## config.mk

```make
export PLATFORM = sky130hd
export DESIGN_NAME = pcie_clkrst_rate_ctl
export DESIGN_NICKNAME = d
export VERILOG_FILES = /design/src/rtl/pcie_clkrst_pkg.sv /design/src/rtl/pcie_clkrst_rate_ctl.sv
export SDC_FILE = /design/constraint.sdc
export NUM_CORES = 1
export LEC_CHECK = 0
export BUFFER_PORTS_ARGS = -buffer_cell sky130_fd_sc_hd__buf_4
export CORE_MARGIN = 2
export CORE_UTILIZATION = 39
export DETAILED_ROUTE_END_ITERATION = 10
export GPL_TIMING_DRIVEN = 0
export HOLD_SLACK_MARGIN = 0.02
export PLACE_DENSITY = 0.65
export SLEW_MARGIN = 10
export SYNTH_ARGS = -nofsm -noshare
export SYNTH_HDL_FRONTEND = slang
export SYNTH_SLANG_ARGS = --single-unit
export TNS_END_PERCENT = 1
```

## constraint.sdc

```tcl
create_clock -name in_clk -period 1.6 [get_ports in_clk]
set_input_delay 0.16 -clock in_clk [delete_from_list [all_inputs] [get_ports in_clk]]
set_output_delay 0.16 -clock in_clk [all_outputs]
set_load 0.05 [all_outputs]
```

## src/rtl/pcie_clkrst_pkg.sv

```systemverilog
// Shared types and constants for the PCIe clock/reset rate sequencer.
// Rate codes map to power-of-two divider factors.
`timescale 1ns/1ps
package pcie_clkrst_pkg;

    localparam int RATE_W = 3;
    localparam int DIV_W  = 7;

    localparam logic [RATE_W-1:0] RATE_INVALID = 3'd7;

    typedef enum logic [2:0] {
        ST_IDLE  = 3'd0,
        ST_DRAIN = 3'd1,
        ST_APPLY = 3'd2,
        ST_SYNC  = 3'd3,
        ST_ALIGN = 3'd4,
        ST_DONE  = 3'd5,
        ST_ERR   = 3'd6
    } state_t;

    function automatic logic [DIV_W-1:0] rate_to_factor(
        input logic [RATE_W-1:0] r
    );
        rate_to_factor = DIV_W'(1) << r;
    endfunction

endpackage

```

## src/rtl/pcie_clkrst_rate_ctl.sv

```systemverilog
// Rate-change sequencer: drain, program divider, sync, confirm alignment.
// One FSM with a single counter shared by DRAIN and ALIGN.
`timescale 1ns/1ps
module pcie_clkrst_rate_ctl
    import pcie_clkrst_pkg::*;
#(
    parameter int TP             = 0,
    parameter int INIT_RATE      = 0,
    parameter int QUIESCE_CYCLES = 8,
    parameter int ALIGN_TIMEOUT  = 128
) (
    input  logic              in_clk,
    input  logic              rst,
    input  logic              rate_req,
    input  logic [RATE_W-1:0] rate_sel,
    input  logic              idle_in,
    input  logic              out_en,
    output logic [DIV_W-1:0]  div_factor,
    output logic              sync,
    output logic [RATE_W-1:0] cur_rate,
    output logic              busy,
    output logic              rate_ack,
    output logic              rate_err
);

    localparam int CNT_MAX = (QUIESCE_CYCLES > ALIGN_TIMEOUT) ?
                             QUIESCE_CYCLES : ALIGN_TIMEOUT;
    localparam int CNT_W   = $clog2(CNT_MAX) + 1;

    localparam logic [RATE_W-1:0] RST_RATE = RATE_W'(INIT_RATE);
    localparam logic [CNT_W-1:0]  Q_LAST   = CNT_W'(QUIESCE_CYCLES - 1);
    localparam logic [CNT_W-1:0]  A_LAST   = CNT_W'(ALIGN_TIMEOUT - 1);

    // Reject illegal parameter sets at elaboration; register timing is
    // zero-delay in this synthesizable view, so TP must not be negative.
    if (INIT_RATE < 0 || INIT_RATE > 6 || QUIESCE_CYCLES < 1 ||
        ALIGN_TIMEOUT < 2 || TP < 0) begin : g_bad_param
        $error("pcie_clkrst_rate_ctl: illegal parameter value");
    end

    state_t              r_state;
    state_t              w_state_nxt;
    logic [CNT_W-1:0]    r_cnt;
    logic [RATE_W-1:0]   r_sel;
    logic [RATE_W-1:0]   r_rate;
    logic [DIV_W-1:0]    r_div;

    // State register
    always_ff @(posedge in_clk) begin
        if (rst) begin
            r_state <= ST_IDLE;
        end else begin
            r_state <= w_state_nxt;
        end
    end

    // Next-state decode; requests are only looked at in IDLE
    always_comb begin
        w_state_nxt = r_state;
        unique case (r_state)
            ST_IDLE: begin
                if (rate_req) begin
                    if (rate_sel == RATE_INVALID) begin
                        w_state_nxt = ST_ERR;
                    end else if (rate_sel == r_rate) begin
                        w_state_nxt = ST_DONE;
                    end else begin
                        w_state_nxt = ST_DRAIN;
                    end
                end
            end
            ST_DRAIN: begin
                if (idle_in && r_cnt == Q_LAST) begin
                    w_state_nxt = ST_APPLY;
                end
            end
            ST_APPLY: w_state_nxt = ST_SYNC;
            ST_SYNC:  w_state_nxt = ST_ALIGN;
            ST_ALIGN: begin
                // first ALIGN cycle (count 0) is blanking
                if (r_cnt != '0 && out_en) begin
                    w_state_nxt = ST_DONE;
                end else if (r_cnt == A_LAST) begin
                    w_state_nxt = ST_ERR;
                end
            end
            ST_DONE:  w_state_nxt = ST_IDLE;
            ST_ERR:   w_state_nxt = ST_IDLE;
            default:  w_state_nxt = ST_IDLE;
        endcase
    end

    // Shared counter: cleared on every state change, counts in DRAIN/ALIGN
    always_ff @(posedge in_clk) begin
        if (rst) begin
            r_cnt <= '0;
        end else if (w_state_nxt != r_state) begin
            r_cnt <= '0;
        end else if (r_state == ST_DRAIN) begin
            r_cnt <= idle_in ? r_cnt + 1'b1 : '0;
        end else if (r_state == ST_ALIGN) begin
            r_cnt <= r_cnt + 1'b1;
        end
    end

    // Latch the requested code and program the divider in APPLY
    always_ff @(posedge in_clk) begin
        if (rst) begin
            r_sel  <= RST_RATE;
            r_rate <= RST_RATE;
            r_div  <= rate_to_factor(RST_RATE);
        end else begin
            if (r_state == ST_IDLE && rate_req) begin
                r_sel <= rate_sel;
            end
            if (r_state == ST_APPLY) begin
                r_rate <= r_sel;
                r_div  <= rate_to_factor(r_sel);
            end
        end
    end

    // Outputs decode purely from registered state
    always_comb begin
        sync       = (r_state == ST_SYNC);
        busy       = (r_state != ST_IDLE);
        rate_ack   = (r_state == ST_DONE);
        rate_err   = (r_state == ST_ERR);
        div_factor = r_div;
        cur_rate   = r_rate;
    end

endmodule

```

After elaboration in Yosys (flattened, before gate mapping). Index checks and enable logic that the tools add are counted.

Add/sub/neg operators: 1. Equal/unequal tests: 11. Shift-type cells: 1. Mux-type cells: 10. Reductions and logical operators: 8.

Operators with widths (count): 2-to-1 mux 8 bit (3); 2-to-1 mux 3 bit (6); one-hot mux 3 bit (5 select lines) (1); equality test 3 bit, second input constant (4); adder 8 x 1 -> 8 bit, second input constant (1); equality test 8 x 3 -> 1 bit, second input constant (1); equality test 8 x 7 -> 1 bit, second input constant (1); nonzero test 8 bit (1); << shifter 1 x 3 -> 7 bit, first input constant (1); equality test 3 x 2 -> 1 bit, second input constant (2); equality test 3 x 1 -> 1 bit, second input constant (1); equality test 3 bit (1); logical AND 1 bit (3); zero test 3 bit (1); inequality test 3 bit (1); nonzero test 3 bit (1); nonzero test 2 bit (1); OR reduction 2 bit (1).

Register bits after elaboration: 24. Output and inout bits: 14.

Logic depth before layout (Yosys ltp). Gate-level depths: netlist of the first run.

Word-level depth: 7. Gate-level depth with buffers: 7. Gate-level depth less buffers: 7.

Worst setup path after synthesis of the first run. Ideal clock, no wire load.

Path type: register to register. From: register r_cnt[3]. To: register r_cnt[2]. Data arrival time: 1606 ps. Setup slack: -124 ps. Stages on the path, launching flop included: 6. Path buffers: 0. Cell sequence: dfxtp_1 > or3_4 > o41a_4 > o31a_2 > nand3b_2 > nor2_1.

Cells in the longest elaborated chain, start to end: 6. Elaborated cells between the ends (all ways): 11. Classes of those cells: eq/ne: 3; mux: 4; reduce/logical: 4.

Ends and longest elaborated chain: start: declaration (RTL line pcie_clkrst_rate_ctl.sv:43) `logic [CNT_W-1:0] r_cnt;`; start signal: assignment (RTL line pcie_clkrst_rate_ctl.sv:100) `r_cnt <= idle_in ? r_cnt + 1'b1 : '0;`; start signal: assignment (RTL line pcie_clkrst_rate_ctl.sv:102) `r_cnt <= r_cnt + 1'b1;`; equality test 8 x 7 -> 1 bit, or another cell as far along (RTL line pcie_clkrst_rate_ctl.sv:83) `end else if (r_cnt == A_LAST) begin`; 2-to-1 mux 3 bit, or another cell as far along (RTL line pcie_clkrst_rate_ctl.sv:83); 2-to-1 mux 3 bit (on tied branches) (RTL line pcie_clkrst_rate_ctl.sv:81, pcie_clkrst_rate_ctl.sv:73); one-hot mux 3 bit (5 select lines) (*) (RTL line pcie_clkrst_rate_ctl.sv:60) `unique case (r_state)`; inequality test 3 bit (*) (RTL line pcie_clkrst_rate_ctl.sv:97) `end else if (w_state_nxt != r_state) begin`; OR reduction 2 bit (no source line) (*).

Every way passes the cells marked *; elsewhere a longest branch is shown, timed or not. A chain may end at the register's enable or synchronous reset.

Final worst setup path of the first run.
From: register r_cnt[4]. To: register r_cnt[3].

Same word-level chain as after synthesis.

==> key figures, run 1 <==
Floorplan
  • Vert. Die Dim: 61.5 µm
  • FP Rows: 20
  • Die area: 3780 µm²
  • Die W: 61.5 µm
  • Initial Util: 41.5%
  • Io pins: 22
  • Floorplan core area: 3100 µm²

Yosys
  • YS warnings: 0
  • Post-synth top cells: dfxtp_1, nand2_1, a21oi_1, nor2_1, clkbuf_1
  • Ys async rst share: 0%
  • Post-synth top area share: 37.3%
  • Yosys reg bits: 24
  • EDFF count, synth: 0
  • Synth Flop Type: dfxtp_1
  • Seq/Total Area, Yosys: 37.3%
  • Mapped Cells: 157
  • Syn Nets: 167
  • Post-synth top area cell: dfxtp_1
  • Most common cell in the synthesized netlist: dfxtp_1
  • Synth area leaders: dfxtp_1, a21oi_1, nand2_1, nor2_1, nand4b_1
  • Mapped Area: 1290 µm²
  • Syn_area_per_cell: 8.21 µm²
  • Yosys cell types: 42

Clock network
  • TritonCTS Sinks: 24
  • # H-tree levels: 1
  • CTS tree: yes
  • Largest buffer count on any clock path: 2
  • Later-pin clock latency in the skew report: 310 ps
  • Num CTS Buffers: 3
  • Reg clk slew, reported paths: 140 ps
  • CTS root buf: clkbuf_4

Power
  • Leakage power: 0.623 nW
  • Switching power: 0.000367 W
  • Power consumption: 0.00124 W
  • Peak VDD IR: 0.591 mV
  • Switching share of total power: 29.6%
  • Gate power share: 23.0%
  • Clock Power Share: 25.7%
  • Pwr per Cell Area: 768 nW/µm²
  • Sequential Power Share: 51.3%
  • Int Power: 0.000873 W

Setup path
  • CP endpoint kind: flop
  • Arrival @ worst endpoint: 2010 ps
  • Worst setup path class: flop to flop
  • CP required: 1850 ps
  • Crit Path Max Fanout: 6
  • CP startpoint kind: flop

Global route
  • Met1 capacity usage during global routing: 21.3%
  • Largest net degree at the start of global routing: 14
  • Global routing's busiest layer: met2
  • First-pass GRT wire length: 4.80 mm
  • GR Util met3: 3.57%
  • Grt ovf: 0
  • Gr usage total: 17.0%
  • Antenna violations before repair: 0
  • Vias in the first global route: 1097
  • Met2 Track Usage GR: 27.8%

Place
  • Dpl cell area: 1510 µm²
  • PortBufs: 20
  • Final RePlAce weighted congestion: 0.830
  • Final HPWL DP: 2.12 mm

Drt
  • DR iter-0 viols: 29
  • DRC Markers: 0
  • Via count: 1219
  • Final ANT Viol Nets: 0
  • DRT Wirelength: 2.87 mm
  • DR pass1 iterations: 5
  • Vias/cell: 5.42
  • Avg WL per Cell: 12.8 µm

Timing
  • Final Skew: 13.3 ps
  • Final min period: 1760 ps
  • Crit share post-route: 110%
  • Worst-Margin Slew: 500 ps
  • Rel. slew slack: 66.7%
  • Final Hold Viols: 0
  • Slew Viols, Final: 0
  • Fmax: 567 MHz
  • Final worst slack: -165 ps
  • Final setup vio count: 10
  • RSZ-0062 raised after global routing: true

Final layout
  • Share of cells above drive strength 1: 28.2%
  • # diodes: 0
  • Layout net count: 192
  • Area used by multi-input combinational logic: 818 µm²
  • Post-Layout Inst Area: 1620 µm²
  • Fill count: 326
  • Layout overhead on the synthesized area: 25.3%
  • Reg area: 489 µm²

Run
  • Max cap viols: 0

Status
  • Failing checks: negative setup slack
  • Outcome: complete, but fails checks

Worst hold path
  • Hold Crit Class: primary input to flop
[kinds of logic after synthesis]
| family | count (synthesis) | share of synthesized area (%) |
|---|---|---|
| mux | 3 | 2.33 |
| buf+inv | 13 | 4.17 |
| compound gates | 33 | 17.4 |
| flops | 24 | 37.3 |
| xor+xnor | 6 | 4.08 |
| simple gates | 76 | 32.8 |
| fa+ha+maj | 2 | 1.94 |
[cell type report]
cell class / count / share of cell area, %
Tap cell: 44 / 3.41
Buffer: 8 / 2.71
Timing Repair Buffer: 21 / 9.76
Inverter: 4 / 0.930
Multi-Input combinational cell: 120 / 50.7
Clock buffer: 4 / 2.25
Sequential cell: 24 / 30.3
[worst paths after layout]
kind,startpoint,slack (ps),to,cells past startpoint
setup / recovery,r_cnt[4],-160,r_cnt[3],5
hold / removal,rate_sel[1],110,r_sel[1],3
setup reg to reg,r_cnt[4],-160,r_cnt[3],5
hold reg to reg,div_factor[5],470,div_factor[5],2
[per-layer routing]
layer / wire, µm / vias to the layer above / share of wire [%]
met5: 0 / - / 0
met3: 161 / 10 / 5.6
met2: 1440 / 35 / 50
met1: 1210 / 565 / 42
li1: - / 609 / -
met4: 57 / 0 / 2.0
[critical path: stages (launching register included)]
cell and delay [ps]:
dfxtp_2 360, or3_4 400, o41a_4 400, a211oi_4 280, nand3b_4 150, nor2_1 120
[layout by cell type (no fill, tap or decap), types with 3 or more instances in the layout]
master	instances
a21oi_1	18
and3_1	3
buf_4	22
clkbuf_1	4
clkbuf_4	3
dfxtp_1	17
dfxtp_2	7
inv_1	4
mux2i_1	3
nand2_1	19
nand3_1	3
nand4b_1	4
nor2_1	18
nor3_1	5
nor4b_1	3
o21ai_0	3
xor2_1	4
[metrics by stage]
stage	setup TNS, ps	hold slack [ps]	setup slack, ps	utilization [%]	cells
after global placement	-3330	440	-279	48.7	221
after CTS	-1440	97.2	-189	51.7	225
after global routing	-1940	117	-228	52.1	225
after detailed placement	-3910	442	-336	48.7	221
final	-1250	108	-165	52.1	225
after floorplan	-776	307	-102	-	157
[power by group through the flow]
stage | combinational (W) | sequential, W | clock [W]
2_1_floorplan | 0.000197 | 0.000645 | 0
3_3_place_gp | 0.000262 | 0.000640 | 0
3_5_place_dp | 0.000266 | 0.000642 | 0
4_1_cts | 0.000280 | 0.000634 | 0.000334
5_1_grt | 0.000314 | 0.000639 | 0.000356
6_report | 0.000285 | 0.000636 | 0.000319
[timing repair]
action | CTS | global route
gates resized for setup | 15 | 6
hold buffers | 0 | 0
setup endpoints to repair | 22 | 20
pin swaps | 2 | 3
buffers inserted | 1 | 0
[flip-flops by register name, summed over array words and instances (netlist names)]
name and cells:
r_cnt 8, r_sel 3, r_state 3, cur_rate 3, div_factor 7
Note: power is estimated with default switching activity, not from simulation.
==> inputs of run 2 (changes only) <==
ABC_AREA = 1   (was default)
PLACE_DENSITY = 0.63   (was 0.65)
clock period = 2.17 ns   (was 1.6 ns; I/O delays follow)
==> key figures, run 2 <==
Yosys
  • Synth Flop Type: dfxtp_1
  • Syn Nets: 202 (+21%)
  • Post-synth top area share: 39.3% (+2.1 points)
  • YS warnings: 0 (unchanged)
  • Most common cell in the synthesized netlist: nand2_1
  • Post-synth top cells: nand2_1, inv_1, nor2_1
  • Seq/Total Area, Yosys: 39.3% (+2.1 points)
  • Yosys reg bits: 24 (unchanged)
  • Yosys cell types: 17 (-60%)
  • Mapped Cells: 192 (+22%)
  • Synth area leaders: dfxtp_1, nand2_1, nand3_1, inv_1, nor2_1
  • Syn_area_per_cell: 6.36 µm² (-23%)
  • Mapped Area: 1220 µm² (-5.2%)
  • Ys async rst share: 0% (unchanged)
  • Post-synth top area cell: dfxtp_1
  • EDFF count, synth: 0 (unchanged)

Power
  • Sequential Power Share: 48.5% (-2.8 points)
  • Gate power share: 18.1% (-4.9 points)
  • Int Power: 0.000698 W (-20%)
  • Clock Power Share: 33.3% (+7.6 points)
  • Peak VDD IR: 0.322 mV (-46%)
  • Switching power: 0.000278 W (-24%)
  • Switching share of total power: 28.5% (-1.1 points)
  • Pwr per Cell Area: 661 nW/µm² (-14%)
  • Leakage power: 0.662 nW (+6.4%)

Worst hold path
  • Hold Crit Class: primary input to flop
  • Hold Path Stages: 2 (-1)
  • Worst hold start: rst
  • Min-Delay Endpoint: cur_rate[0]

Floorplan
  • Io pins: 22 (unchanged)
  • Die W: 60.0 µm (-2.5%)
  • Floorplan core area: 3000 µm² (-3.2%)
  • Initial Util: 40.7% (-0.87 points)
  • Die area: 3590 µm² (-4.9%)
  • Vert. Die Dim: 60.0 µm (-2.5%)
  • FP Rows: 20 (unchanged)

Status
  • Outcome: complete, no violations

Drt
  • DR pass1 iterations: 6 (+1)
  • DRC Markers: 0 (unchanged)
  • DRT Wirelength: 2.83 mm (-1.5%)
  • Final ANT Viol Nets: 0 (unchanged)
  • Via count: 1270 (+4.2%)
  • Avg WL per Cell: 11.3 µm (-11%)
  • DR iter-0 viols: 84 (+190%)
  • Vias/cell: 5.08 (-6.2%)

Place
  • Dpl cell area: 1430 µm² (-5.6%)
  • Final HPWL DP: 2.18 mm (+2.8%)
  • PortBufs: 21 (+5.0%)
  • Final RePlAce weighted congestion: 0.813 (-2.0%)

Clock network
  • Reg clk slew, reported paths: 130 ps (about the same)
  • Post-CTS resize count: 0 (-15)
  • Largest buffer count on any clock path: 2 (unchanged)
  • CTS tree: yes
  • Hold Buf Count CTS: 0 (unchanged)
  • Post-CTS Setup Bufs: 0 (-1)
  • Num CTS Buffers: 3 (unchanged)
  • TritonCTS Sinks: 24 (unchanged)
  • # H-tree levels: 1 (unchanged)
  • Later-pin clock latency in the skew report: 320 ps (about the same)
  • CTS root buf: clkbuf_4

Timing
  • Rel. slew slack: 68.9% (+2.2 points)
  • RSZ-0062 raised after global routing: false
  • Setup TNS: 0 ps (+1250 ps)
  • Slew Viols, Final: 0 (unchanged)
  • Final hold slack: 70.0 ps (-37.6 ps)
  • Crit share post-route: 74.4% (-36 points)
  • Final Hold Viols: 0 (unchanged)
  • Final Skew: 4.02 ps (-9.23 ps)
  • Final setup vio count: 0 (-10)
  • Final min period: 1610 ps (-150 ps)
  • Fmax: 619 MHz (+9.3%)
  • Worst-Margin Slew: 467 ps (-32.7 ps)

Global route
  • Grt ovf: 0 (unchanged)
  • Antenna violations before repair: 0 (unchanged)
  • Gr usage total: 18.0% (+1.0 points)
  • Vias in the first global route: 1160 (+5.7%)
  • First-pass GRT wire length: 4.89 mm (+1.9%)
  • Largest net degree at the start of global routing: 15 (+1)

Setup path
  • Worst setup path class: flop to flop
  • Worst R2R Start: r_cnt[0]
  • Arrival @ worst endpoint: 1890 ps (-120 ps)
  • R2r endpoint: r_cnt[2]
  • CP required: 2440 ps (+590 ps)
  • R2R Setup Slk: 560 ps (+720 ps)
  • Reg2Reg Depth: 11 (+6)
  • CP startpoint kind: flop
  • Crit Path Max Fanout: 8 (+2)
  • CP endpoint kind: flop

Final layout
  • Layout overhead on the synthesized area: 21.0%
  • Most flops, register: r_cnt
  • Number of flip-flops in the largest register: 8 (unchanged)
  • Layout net count: 228 (+19%)
  • Fill count: 324 (-0.61%)
  • Most common cell after layout, fill and taps aside: nand2_1
  • Share of cells above drive strength 1: 14.3% (-14 points)
  • Most frequent cells in the layout: nand2_1, inv_1, nor2_1
  • Core Util, Final: 49.2% (-2.8 points)
  • # diodes: 0 (unchanged)
  • Post-Layout Inst Area: 1480 µm² (-8.5%)

Run
  • Max cap viols: 0 (unchanged)
[run 2: cell types whose count changed in the layout (fill, tap and decap cells not counted), moves of 4 or more]
cell      before  now
nand3_1        3   21
nor2_1        18   26
nand4b_1       4    0
dfxtp_1       17   24
a21oi_1       18   14
inv_1          4   26
dfxtp_2        7    0
nand2_1       19   51
xor2_1         4    0
o21ai_0        3    9
[run 2: worst max-delay path, stage by stage, from the launching register on]
cell	delay [ps]
dfxtp_1	390
ha_1	200
nand2_1	80
nor2_1	180
nand2_1	100
nand2_1	70
nand2_1	50
nand2_1	80
nand4_1	80
nand2_1	90
nand2_2	120
nor2_1	120
[run 2: final cells by class]
class	count	area [µm²]	area share (%)
Multi-Input combinational cell	138	632	42.8
Buffer	2	8.76	0.593
Timing Repair Buffer	21	158	10.7
Inverter	28	105	7.11
Clock inverter	1	30.0	2.03
Clock buffer	3	22.5	1.52
Tap cell	33	41.3	2.79
Sequential cell	24	480	32.5
[run 2: stage by stage]
step	setup WS, ps	instances	total power (W)
6_report	555	250	0.000977
5_1_grt	346	250	0.00103
4_1_cts	561	250	0.000990
3_5_place_dp	601	246	0.000658
3_3_place_gp	632	246	0.000654
2_1_floorplan	430	192	0.000606
[run 2: worst max-delay path by stage]
stage,start,end,slack (ps),depth (start not counted)
after CTS,r_cnt[0],r_cnt[2],560,11
final,r_cnt[0],r_cnt[2],560,11
after global routing,r_cnt[0],r_cnt[0],350,11
after global placement,r_cnt[0],r_cnt[7],630,10
after detailed placement,r_cnt[0],r_cnt[2],600,11
after floorplan,r_state[2],rate_err,430,2
[run 2: cells by family after synthesis]
logic type / count (synthesis) / share of synthesized area, %
buffers and inverters: 30 / 9.32
and+or+nand+nor: 108 / 37.1
DFF: 24 / 39.3
adders and majority gates: 2 / 2.05
AOI/OAI and AO/OA: 28 / 12.2
[run 2: power by group through the flow]
stage / Sequential [W] / Combinational [W] / Clock [W]
final: 0.000474 / 0.000177 / 0.000326
after floorplan: 0.000490 / 0.000116 / 0
after global routing: 0.000477 / 0.000198 / 0.000358
after CTS: 0.000473 / 0.000177 / 0.000340
after global placement: 0.000482 / 0.000172 / 0
after detailed placement: 0.000483 / 0.000176 / 0
[run 2: metal layers]
layer,track usage (%),part of all wire [%],up-vias,routed length [µm]
met4,7.30,1.3,0,36
met2,27.6,45,28,1260
li1,-,-,674,-
met3,4.55,4.8,5,135
met1,24.0,49,563,1390
met5,0,0,-,0
==> inputs of run 3 (changes only) <==
clock period = 1.59 ns   (was 2.17 ns; I/O delays follow)
==> key figures, run 3 (synthesis results as in run 2) <==
Global route
  • Vias in the first global route: 1154 (-0.52%)
  • First-pass GRT wire length: 4.88 mm (-0.14%)
  • Antenna violations before repair: 0 (unchanged)
  • Gr usage total: 17.9% (-0.045 points)
  • Grt ovf: 0 (unchanged)
  • Largest net degree at the start of global routing: 15 (unchanged)

Timing
  • Final Hold Viols: 0 (unchanged)
  • Fmax: 686 MHz (+11%)
  • Final min period: 1460 ps (-156 ps)
  • Slew Viols, Final: 0 (unchanged)
  • Final Skew: 2.37 ps (-1.65 ps)
  • Worst-Margin Slew: 480 ps (+13.0 ps)
  • Final setup vio count: 0 (unchanged)
  • Crit share post-route: 91.7% (+17 points)
  • Setup TNS: 0 ps (unchanged)
  • Rel. slew slack: 68.0% (-0.87 points)
  • Final worst slack: 131 ps (-424 ps)

Final layout
  • Most common cell after layout, fill and taps aside: nand2_1
  • # diodes: 0 (unchanged)
  • Most flops, register: r_cnt
  • Post-Layout Inst Area: 1550 µm² (+5.1%)
  • Layout net count: 230 (+0.88%)
  • Area used by multi-input combinational logic: 686 µm² (+8.5%)
  • Fill count: 315 (-2.8%)
  • Most frequent cells in the layout: nand2_1, inv_1, buf_4
  • Number of flip-flops in the largest register: 8 (unchanged)
  • Core Util, Final: 51.7% (+2.5 points)
  • Fin cells: 252 (+0.80%)
  • Reg area: 484 µm² (+0.78%)
  • Share of cells above drive strength 1: 22.4% (+8.1 points)
  • Layout overhead on the synthesized area: 27.2%

Floorplan
  • Floorplan core area: 3000 µm² (unchanged)
  • FP Rows: 20 (unchanged)
  • Die area: 3590 µm² (unchanged)
  • Initial Util: 40.7% (unchanged)
  • Io pins: 22 (unchanged)
  • Die W: 60.0 µm (unchanged)
  • Vert. Die Dim: 60.0 µm (unchanged)

Place
  • Dpl cell area: 1430 µm² (unchanged)
  • Pre-CTS setup slack: 20.8 ps (-580 ps)
  • PortBufs: 21 (unchanged)
  • Cell count after placement: 246 (unchanged)
  • Final HPWL DP: 2.18 mm (unchanged)
  • Final RePlAce weighted congestion: 0.813 (unchanged)

Clock network
  • Largest buffer count on any clock path: 2 (unchanged)
  • CTS root buf: clkbuf_4
  • # H-tree levels: 1 (unchanged)
  • TritonCTS Sinks: 24 (unchanged)
  • CTS tree: yes
  • Num CTS Buffers: 3 (unchanged)
  • Reg clk slew, reported paths: 130 ps (about the same)
  • Later-pin clock latency in the skew report: 320 ps (about the same)

Setup path
  • CP startpoint kind: flop
  • R2R Setup Slk: 130 ps (-420 ps)
  • CP required: 1860 ps (-580 ps)
  • Worst setup path class: flop to flop
  • Crit Path Max Fanout: 8 (unchanged)
  • Arrival @ worst endpoint: 1730 ps (-160 ps)
  • CP endpoint kind: flop

Drt
  • Top routing layer used: met4
  • DR iter-0 viols: 93 (+11%)
  • Vias/cell: 5.11 (+0.53%)
  • Via count: 1287 (+1.3%)
  • Length of routed met2 wiring: 1.34 mm (+6.3%)
  • WL met3: 127 µm (-5.9%)
  • DRC Markers: 0 (unchanged)
  • Avg WL per Cell: 11.7 µm (+3.0%)
  • Wl on met1: 1.43 mm (+2.7%)
  • DR pass1 iterations: 6 (unchanged)
  • Final ANT Viol Nets: 0 (unchanged)
  • DRT Wirelength: 2.94 mm (+3.9%)

Worst hold path
  • Hold Crit Class: primary input to flop

Run
  • Max cap viols: 0 (unchanged)

Power
  • Peak VDD IR: 0.443 mV (+38%)
  • Pwr per Cell Area: 878 nW/µm² (+33%)
  • Leakage power: 0.680 nW (+2.7%)

Status
  • Outcome: complete, no violations
[run 3: area by class of cell]
cell class	instances	share of cell area (%)
timing repair buffer	23	11.3
buffer	2	0.564
clock inverter	1	1.93
multi-input combinational	138	44.2
sequential	24	31.2
tap	33	2.66
inverter	28	6.77
clock buffer	3	1.45
[run 3: worst max-delay path: stages (launching register included)]
cell and delay (ps):
dfxtp_2 370, inv_1 90, ha_1 150, nand3_1 80, o21ai_1 180, nand2_1 70, nand2_1 80, nand4_1 100
nand2_2 100, nand2_4 90, nor2_1 90
[run 3: final timing paths]
path | cells past startpoint | from | endpoint
max | 10 | r_cnt[0] | r_cnt[1]
min | 3 | rate_sel[1] | r_sel[1]
max reg2reg | 10 | r_cnt[0] | r_cnt[1]
min reg2reg | 2 | div_factor[3] | div_factor[3]
[run 3: through the flow]
stage	hold slack, ps	total power [W]
after global routing	132	0.00144
after floorplan	237	0.000827
after global placement	357	0.000892
after detailed placement	359	0.000899
final	125	0.00136
after CTS	112	0.00135
[run 3: timing repair]
| item | 4_1_cts | 5_1_grt |
|---|---|---|
| hold endpoints to repair | 1 | 0 |
| hold buffers | 1 | 0 |
| buffers inserted | 0 | 1 |
| gates resized for setup | 2 | 18 |
| cloned | 0 | 0 |
| pin swaps | 0 | 4 |
| endpoints found under the setup margin | 7 | 8 |
[run 3: power breakdown]
| group | leakage (nW) | total (W) | internal (W) | switching, W |
|---|---|---|---|---|
| Clock | 0.0279 | 0.000445 | 0.000255 | 0.000190 |
| Sequential | 0.196 | 0.000650 | 0.000625 | 0.0000249 |
| Combinational | 0.457 | 0.000267 | 0.0000833 | 0.000184 |
| Total | 0.680 | 0.00136 | 0.000964 | 0.000399 |
[run 3: metal layers]
| layer | vias to the layer above | GRT usage, % |
|---|---|---|
| li1 | 678 | - |
| met1 | 579 | 24.0 |
| met2 | 25 | 27.6 |
| met3 | 5 | 4.55 |
| met4 | 0 | 6.98 |
| met5 | - | 0 |
